### config.mk
export PLATFORM = sky130hd
export DESIGN_NAME = regfile_2r1w_flat
export DESIGN_NICKNAME = d
export VERILOG_FILES = /design/src/rtl/regfile_pkg.sv /design/src/rtl/regfile_2r1w_if.sv /design/src/rtl/bit_mux8.sv /design/src/rtl/regfile_read_port.sv /design/src/rtl/regfile_2r1w.sv /design/src/flat_wrapper.sv
export SDC_FILE = /design/constraint.sdc
export NUM_CORES = 2
export LEC_CHECK = 0
export BUFFER_PORTS_ARGS = -buffer_cell sky130_fd_sc_hd__buf_2
export CORE_MARGIN = 4
export CORE_UTILIZATION = 58
export CTS_CLUSTER_DIAMETER = 60
export DETAILED_ROUTE_END_ITERATION = 12
export PLACE_DENSITY_LB_ADDON = 0.1
export SLEW_MARGIN = 40
export SYNTH_ARGS = -nofsm -noshare
export SYNTH_HDL_FRONTEND = slang
export SYNTH_SLANG_ARGS = --single-unit
### constraint.sdc
create_clock -name clk -period 2.75 [get_ports clk]
set_input_delay 0.275 -clock clk [delete_from_list [all_inputs] [get_ports clk]]
set_output_delay 0.275 -clock clk [all_outputs]
set_load 0.03 [all_outputs]
### src/rtl/regfile_pkg.sv
// Shared constants and types for the 32 x 64-bit architectural register file.
package regfile_pkg;

  localparam int DATA_W   = 64;
  localparam int NUM_REGS = 32;
  localparam int ADDR_W   = 5;

  typedef logic [ADDR_W-1:0] reg_addr_t;
  typedef logic [DATA_W-1:0] reg_data_t;

  // XZR: always reads zero, writes to it are dropped
  localparam reg_addr_t ZERO_REG = reg_addr_t'(31);

endpackage

### src/rtl/regfile_2r1w_if.sv
// Write-back and operand-read bus between the pipeline and the register file.
interface regfile_2r1w_if;
  import regfile_pkg::*;

  logic      wr_en;
  reg_addr_t wr_addr;
  reg_data_t wr_data;
  reg_addr_t rd_addr_a;
  reg_addr_t rd_addr_b;
  reg_data_t rd_data_a;
  reg_data_t rd_data_b;

  modport master (
    output wr_en, wr_addr, wr_data, rd_addr_a, rd_addr_b,
    input  rd_data_a, rd_data_b
  );

  modport slave (
    input  wr_en, wr_addr, wr_data, rd_addr_a, rd_addr_b,
    output rd_data_a, rd_data_b
  );

endinterface

### src/rtl/bit_mux8.sv
// Single-bit 8:1 multiplexer, the leaf cell of the register read trees.
module bit_mux8 (
  input  logic [7:0] d_i,
  input  logic [2:0] sel_i,
  output logic       y_o
);

  assign y_o = d_i[sel_i];

endmodule

### src/rtl/regfile_read_port.sv
// One combinational read port: 8:1 leaf muxes plus a 4:1 final stage per bit,
// followed by same-cycle write forwarding and the zero-register override.
module regfile_read_port
  import regfile_pkg::*;
#(
  parameter bit BYPASS_EN = 1'b1
) (
  input  reg_data_t regs_i [NUM_REGS],
  input  reg_addr_t rd_addr_i,
  input  logic      wr_en_i,
  input  reg_addr_t wr_addr_i,
  input  reg_data_t wr_data_i,
  output reg_data_t rd_data_o
);

  localparam int LEAVES = NUM_REGS / 8;

  reg_data_t tree_data;

  for (genvar b = 0; b < DATA_W; b++) begin : g_bit
    logic [LEAVES-1:0] leaf_out;

    for (genvar g = 0; g < LEAVES; g++) begin : g_leaf
      logic [7:0] col;

      for (genvar k = 0; k < 8; k++) begin : g_col
        assign col[k] = regs_i[8*g + k][b];
      end

      bit_mux8 u_mux (
        .d_i   (col),
        .sel_i (rd_addr_i[2:0]),
        .y_o   (leaf_out[g])
      );
    end

    assign tree_data[b] = leaf_out[rd_addr_i[ADDR_W-1:3]];
  end

  // Zero override last so it wins over forwarding; this also covers wr_addr == ZERO_REG.
  always_comb begin
    rd_data_o = tree_data;
    if (BYPASS_EN && wr_en_i && (wr_addr_i == rd_addr_i)) begin
      rd_data_o = wr_data_i;
    end
    if (rd_addr_i == ZERO_REG) begin
      rd_data_o = '0;
    end
  end

endmodule

### src/rtl/regfile_2r1w.sv
// Architectural register file: storage, one-hot write decode and two read ports.
module regfile_2r1w
  import regfile_pkg::*;
#(
  parameter bit BYPASS_EN = 1'b1
) (
  input logic            clk,
  input logic            reset,
  regfile_2r1w_if.slave  rf
);

  reg_data_t           regs_q [NUM_REGS];
  logic [NUM_REGS-1:0] wr_dec;
  logic                wr_fwd;

  always_comb begin
    wr_dec = '0;
    if (rf.wr_en) begin
      wr_dec[rf.wr_addr] = 1'b1;
    end
    wr_dec[ZERO_REG] = 1'b0;
  end

  // Forwarding is suppressed in reset so the ports read zero for every address.
  assign wr_fwd = rf.wr_en & reset;

  always_ff @(posedge clk or negedge reset) begin
    if (!reset) begin
      for (int i = 0; i < NUM_REGS; i++) begin
        regs_q[i] <= '0;
      end
    end else begin
      for (int i = 0; i < NUM_REGS; i++) begin
        if (wr_dec[i]) begin
          regs_q[i] <= rf.wr_data;
        end
      end
    end
  end

  regfile_read_port #(.BYPASS_EN(BYPASS_EN)) u_port_a (
    .regs_i    (regs_q),
    .rd_addr_i (rf.rd_addr_a),
    .wr_en_i   (wr_fwd),
    .wr_addr_i (rf.wr_addr),
    .wr_data_i (rf.wr_data),
    .rd_data_o (rf.rd_data_a)
  );

  regfile_read_port #(.BYPASS_EN(BYPASS_EN)) u_port_b (
    .regs_i    (regs_q),
    .rd_addr_i (rf.rd_addr_b),
    .wr_en_i   (wr_fwd),
    .wr_addr_i (rf.wr_addr),
    .wr_data_i (rf.wr_data),
    .rd_data_o (rf.rd_data_b)
  );

endmodule

### src/flat_wrapper.sv
// flat-port wrapper written by rule: the top's interface ports become plain ports
module regfile_2r1w_flat import regfile_pkg::*;
#(
  parameter bit BYPASS_EN = 1'b1
)
  (clk, reset, rf_wr_en, rf_wr_addr, rf_wr_data, rf_rd_addr_a, rf_rd_addr_b, rf_rd_data_a, rf_rd_data_b);
  regfile_2r1w_if rf_i ();
  input logic clk;
  input logic reset;
  input wire logic [$bits(rf_i.wr_en)-1:0] rf_wr_en;
  input wire logic [$bits(rf_i.wr_addr)-1:0] rf_wr_addr;
  input wire logic [$bits(rf_i.wr_data)-1:0] rf_wr_data;
  input wire logic [$bits(rf_i.rd_addr_a)-1:0] rf_rd_addr_a;
  input wire logic [$bits(rf_i.rd_addr_b)-1:0] rf_rd_addr_b;
  output wire logic [$bits(rf_i.rd_data_a)-1:0] rf_rd_data_a;
  output wire logic [$bits(rf_i.rd_data_b)-1:0] rf_rd_data_b;
  assign rf_i.wr_en = rf_wr_en;
  assign rf_i.wr_addr = rf_wr_addr;
  assign rf_i.wr_data = rf_wr_data;
  assign rf_i.rd_addr_a = rf_rd_addr_a;
  assign rf_i.rd_addr_b = rf_rd_addr_b;
  assign rf_rd_data_a = rf_i.rd_data_a;
  assign rf_rd_data_b = rf_i.rd_data_b;
  regfile_2r1w #(.BYPASS_EN(BYPASS_EN)) u_core (.clk(clk), .reset(reset), .rf(rf_i));
endmodule
Word-level counts from Yosys, hierarchy flattened
Index checks and enable logic that the tools add are counted.

word-level totals
  output and inout bits = 128
  flip-flop bits (word level) = 1,984
  word-level logic and storage cells = 1,332

operators by class
  equality and inequality tests = 4
  multiplexer cells = 1,287
  bitwise operators = 1
  $lt $le $gt $ge = 6
  reductions and logical operators = 3

operators with widths
  cell                                                                                  count
  1-bit binary-select mux with 3-bit select                                             512
  1-bit 2-to-1 mux                                                                      641
  1-bit binary-select mux with 2-bit select                                             128
  64-bit 2-to-1 mux                                                                     4
  31-bit 2-to-1 mux                                                                     1
  5-bit == test                                                                         2
  5-bit == test (second input constant)                                                 2
  3-bit by 4-bit less-than comparator with 1-bit output (second input constant)         2
  2-bit by 3-bit less-than comparator with 1-bit output (second input constant)         2
  5-bit by 6-bit less-than comparator with 1-bit output (second input constant)         1
  1-bit demux with 5-bit select                                                         1
  5-bit by 1-bit greater-or-equal comparator with 1-bit output (second input constant)  1
  1-bit logical AND                                                                     3
  1-bit AND                                                                             1

Logic depth before layout (Yosys ltp)
  depth in word-level cells = 6
  gate-level depth with buffers = 10

By module
A second synthesis with hierarchy kept.

second synthesis, totals
  cells, all modules = 6,571
  area, all modules = 112,291.4 um^2

by module, submodules not included
  module             area each (um^2)  instances  cells each
  regfile_2r1w       74,122.3          1          4,405
  bit_mux8           63.8              512        3
  regfile_read_port  2,748.9           2          315

Worst setup path after synthesis
No wires, ideal clock.

  kind = input -> output
  start point = input port rf_rd_addr_a[0]
  end point = output port rf_rd_data_a[50]
  buffers on the path = 3
  arrival = 2.420 ns
  slack = 0.055 ns
  stages on the path = 6
  data required time = 2.475 ns
  cells stage by stage = buf_2 > buf_2 > buf_2 > mux4_2 > a221o_1 > o21ai_0

between the ends
  word-level cells in the longest chain between the ends = 6
  elaborated cells on any way between the ends = 15
  those cells by class = 2 x eq/ne; 12 x mux; 1 x reduce/logical

RTL lines
  what                                       line                     RTL
  start, declared                            flat_wrapper.sv:13       input wire logic [$bits(rf_i.rd_addr_a)-1:0] rf_rd_addr_a;
  1-bit binary-select mux with 3-bit select  bit_mux8.sv:8            assign y_o = d_i[sel_i];
  1-bit 2-to-1 mux (not written as such)     bit_mux8.sv:8
  1-bit binary-select mux with 2-bit select  regfile_read_port.sv:37  assign tree_data[b] = leaf_out[rd_addr_i[ADDR_W-1:3]];
  1-bit 2-to-1 mux (not written as such)     regfile_read_port.sv:37
  64-bit 2-to-1 mux                          regfile_read_port.sv:43  if (BYPASS_EN && wr_en_i && (wr_addr_i == rd_addr_i)) begin
  64-bit 2-to-1 mux (*)                      regfile_read_port.sv:46  if (rd_addr_i == ZERO_REG) begin
  end, declared                              flat_wrapper.sv:15       output wire logic [$bits(rf_i.rd_data_a)-1:0] rf_rd_data_a;

Mark *: on every way between the ends. The rest lies on a longest branch, timed or not. The select of a mux whose other input is x is not followed.

Worst setup path in the final report
  start point = register u_core.regs_q[823] in the netlist's numbering
  end point = output port rf_rd_data_b[55]

between the ends
  word-level cells in the longest chain between the ends = 6

RTL lines
  what                                       line                     RTL
  start, declared                            regfile_2r1w.sv:12       reg_data_t regs_q [NUM_REGS];
  start signal, assigned by index            regfile_2r1w.sv:35       regs_q[i] <= rf.wr_data;
  1-bit binary-select mux with 3-bit select  bit_mux8.sv:8
  1-bit 2-to-1 mux (not written as such)     bit_mux8.sv:8
  1-bit binary-select mux with 2-bit select  regfile_read_port.sv:37
  1-bit 2-to-1 mux (not written as such)     regfile_read_port.sv:37
  64-bit 2-to-1 mux                          regfile_read_port.sv:43
  64-bit 2-to-1 mux                          regfile_read_port.sv:46
  end, declared                              flat_wrapper.sv:16       output wire logic [$bits(rf_i.rd_data_b)-1:0] rf_rd_data_b;

Every way passes these cells. The select of a mux whose other input is x is not followed.

==> impl_results.md <==
- Top delay family on crit path: multiplexers
- Mapped cell area: ~0.11 mm²
- Critical Path Sink Type: primary output
- Htree depth: 4
- F_max: around 0.35 GHz
- Total power divided by cell area: a little over 700 mW/mm²
- Kind of critical path: reg2out
- Post-Synthesis Net Count: between 7000 and 8000
- Leading registers by flop count: u_core.regs_q: 1984 flops
- Largest net degree at the start of global routing: ~140
- Clock Latency Late Sink: slightly below 0.9 ns
- Async S/R FF share, synth: 1.000
- R2R Path Start: u_core.regs_q[542]$_DFFE_PN0P_
- CP max stage cell: mux4_2
- Core Footprint: approximately 0.18 mm²
- Yosys reg bits: 1984
- Final worst path period need: about 2.9 ns
- FF-to-FF setup slack: 1.71 ns
- R2R Path End: u_core.regs_q[542]$_DFFE_PN0P_
- YS warnings: 0
- Syn avg cell area: between 10 and 15 µm²
- Wire per inst: 35.14 µm
- Clock buffer depth: 3
- Largest reg by FF count: u_core.regs_q
- Initial antenna violation count: 16
- Most used flip-flop cell after synthesis: dfrtp_1
- Placed Area: between 0.1 and 0.15 mm²
- Fillers: approximately 13000
- Vias in the first global route: 76180
- Cell count after synthesis: 7432
- Die area: between 0.15 and 0.2 mm²
- Setup ws final: -0.1378 ns
- Synth Area in Simple Gates: 0.01672
- Row Count: 156
- EDFF count, synth: 0
- Biggest area consumer among synthesized cells: dfrtp_1
- Post-synthesis xor/xnor area fraction: 0.0008231
- Num CTS Buffers: 213
- Nets: 7746
- Final Skew: 0 ns
- P_leak: between 50 and 60 nW
- Clock sink total: 1984
- Final Hold Vio Count: 0
- Clk pin slew, worst setup/hold paths: roughly 0.06 ns
- Share of the synthesized area in the top cell type: 0.4666
- Sequential fraction of the synthesis area: 0.4666
- Chip height: ~440 µm
- Failing checks: negative setup slack
- Fin crit share: 1.050
- Antenna viol nets, final: 0
- First-pass GRT wire length: roughly 530000 µm
- Max stage delay on crit path: ~0.48 ns
- Iter 0 DRT Violations: approximately 8000
- Hold Path Sink: u_core.regs_q[1522]$_DFFE_PN0P_
- Critical Path RT: roughly 2.5 ns
- Area grow syn2layout: 16.82%
- Hold Path Origin: rf_wr_data[50]
- Post-synthesis adder-cell area fraction: 0
- Vias: ~74000
- Slew Limit Fails: 0
- Worst min path class: in2reg
- # Max-Cap Violations: 0
- GRT Total Usage: 0.3756
- I/O Pins: between 200 and 250
- IO buf count: 209
- DIE WIDTH: 436.3 µm
- VDD IR max: between 0.0006 and 0.0007 V
- RSZ-0062 raised after global routing: true
- Vias/cell: between 7 and 8
- Largest family of logic cells by synthesized area: multiplexers
- Complex-gate fraction of the synthesized area: 0.06555
- Post-DP HPWL: approximately 220000 µm
- Slew Limit Headroom: 0.3908
- Max reg flops: 1984
- CP Launch Type: flip-flop
- Synth unique cells: 49
- Count of final setup violators: 61
- Largest cells by area after synthesis: dfrtp_1 47%, mux2_2 20%, mux4_2 16%
- CTS tree: built
- CP Buf/Inv Count: 1
- Drt first pass iters: 6
- DRC errors left: 0
- Multiplexer share of the synthesized area: 0.4133
- Clock root cell: clkbuf_16
- CP arrival: between 2 and 3 ns
- Crit path cell chain: mux4_2, mux2i_1, o211ai_1, a22o_2, buf_2
- CP max FO: 3
- Layout cells sized above 1: 0.5225
- Post-Layout Inst Area: around 0.12 mm²
- Final Hold Slack: about 0.072 ns
- WHS Path Cells: 2
- Worst Max-Slew Pin Slew: around 0.91 ns
- Final Routed Wirelength: ~360000 µm
- DP Worst Slack: -0.1092 ns
- Reg2reg path depth: 3
- Run status: finished with violations
- GP Congestion: roughly 0.86
- Grt ovf: 0
- Initial core utilization: 0.5862
-- power breakdown --
part           internal [mW]  switching, mW  total [mW]
registers               35.0           4.15        39.1
logic                   11.4           8.54        20.0
clock network           17.8           12.4        30.2
total                   64.2           25.1        89.3
-- cells by family (layout without fill, tap and decap cells) --
| kind of cell | Yosys count | after routing |
|---|---|---|
| AND/OR/NAND/NOR | 378 | 378 |
| buffers and inverters | 888 | 1291 |
| flip-flops | 1984 | 1984 |
| XOR/XNOR | 10 | 10 |
| multiplexers | 3197 | 3197 |
| other | 0 | 10 |
| AO/OA/AOI/OAI | 975 | 975 |
-- metal layers --
layer,GRT usage,up-vias,share of wire
li1,-,29320,-
met1,0.5095,39480,0.39
met2,0.5745,4039,0.46
met3,0.08292,1063,0.091
met4,0.1945,6,0.059
met5,0,-,0.00039
-- synth_stat cells, drive strengths merged (7+ instances only) --
master  instances
a311oi         10
mux2         1922
inv            63
a21oi         122
dfrtp        1984
o22ai         125
a22o          126
a211oi        119
buf           393
nor2           30
o211ai        136
a22oi         134
clkbuf        432
mux4          765
mux2i         510
xnor2           7
and2           10
nand2         184
nand3         112
o21ai          87
nor2b          13
o221ai        112
-- stage by stage --
step | util | total power [mW] | TNS [ns] | instances
finish | 0.6848 | 89.34 | -3.011 | 10220
global route | 0.6848 | 92.69 | -9.458 | 10210
CTS | 0.6809 | 88.96 | -7.197 | 10190
detailed placement | 0.6261 | 57.86 | -0.2900 | 9679
global placement | 0.6252 | 56.90 | -0.2650 | 9673
floorplan | - | 51.89 | 0 | 7432
-- cell type report --
| class | instances | area [µm²] | share of cell area |
|---|---|---|---|
| antenna | 10 | 25.02 | 0.0002013 |
| timing repair buffer | 842 | 9530 | 0.07667 |
| clock inverter | 75 | 987.2 | 0.007941 |
| clock buffer | 311 | 6365 | 0.05120 |
| multi-input combinational | 4560 | 54550 | 0.4389 |
| inverter | 63 | 236.5 | 0.001902 |
| tap | 2370 | 2965 | 0.02385 |
| sequential | 1984 | 49650 | 0.3994 |
-- how the worst max path moves through the flow --
stage	from	endpoint	cells past startpoint	slack, ns
floorplan	rf_rd_addr_a[0]	rf_rd_data_a[50]	6	0.06
finish	u_core.regs_q[823]$_DFFE_PN0P_	rf_rd_data_b[55]	5	-0.14
detailed placement	rf_wr_addr[2]	rf_rd_data_b[13]	8	-0.11
CTS	u_core.regs_q[339]$_DFFE_PN0P_	rf_rd_data_a[19]	6	-0.21
global route	u_core.regs_q[1662]$_DFFE_PN0P_	rf_rd_data_b[62]	6	-0.23
global placement	rf_wr_addr[2]	rf_rd_data_b[13]	8	-0.1
-- repair_timing --
item	in CTS	in global routing
hold buffers	65	0
pin swaps	187	141
endpoints found under the setup margin	126	127
gates resized for setup	402	131
setup buffers	71	12
hold endpoints to repair	605	0
-- cell usage in the layout, fill, tap and decap left out, types with 17 or more instances in the layout --
cell type / count
dfrtp_1: 1984
mux2_2: 1887
mux4_2: 765
mux2i_1: 489
buf_4: 348
clkbuf_16: 218
buf_12: 210
nand2_1: 165
o211ai_1: 136
buf_6: 122
o221ai_1: 111
a21oi_1: 103
nand3_1: 100
o22ai_1: 100
a22o_1: 88
a22oi_1: 85
buf_2: 84
o21ai_0: 66
dlygate4sd3_1: 65
inv_1: 62
a211oi_1: 60
clkbuf_8: 57
a211oi_2: 54
a22oi_2: 49
clkbuf_1: 37
clkinv_2: 36
mux2_1: 35
a22o_4: 24
o22ai_2: 22
bufinv_16: 20
nor2_4: 19
a21oi_2: 19
mux2i_2: 17
-- worst register-to-register path, cell delays in order (launching register included) --
cell,delay (ns)
dfrtp_1,0.40
buf_4,0.14
buf_4,0.12
mux2_2,0.26
No activity file was read; power rests on OpenSTA's default activity.
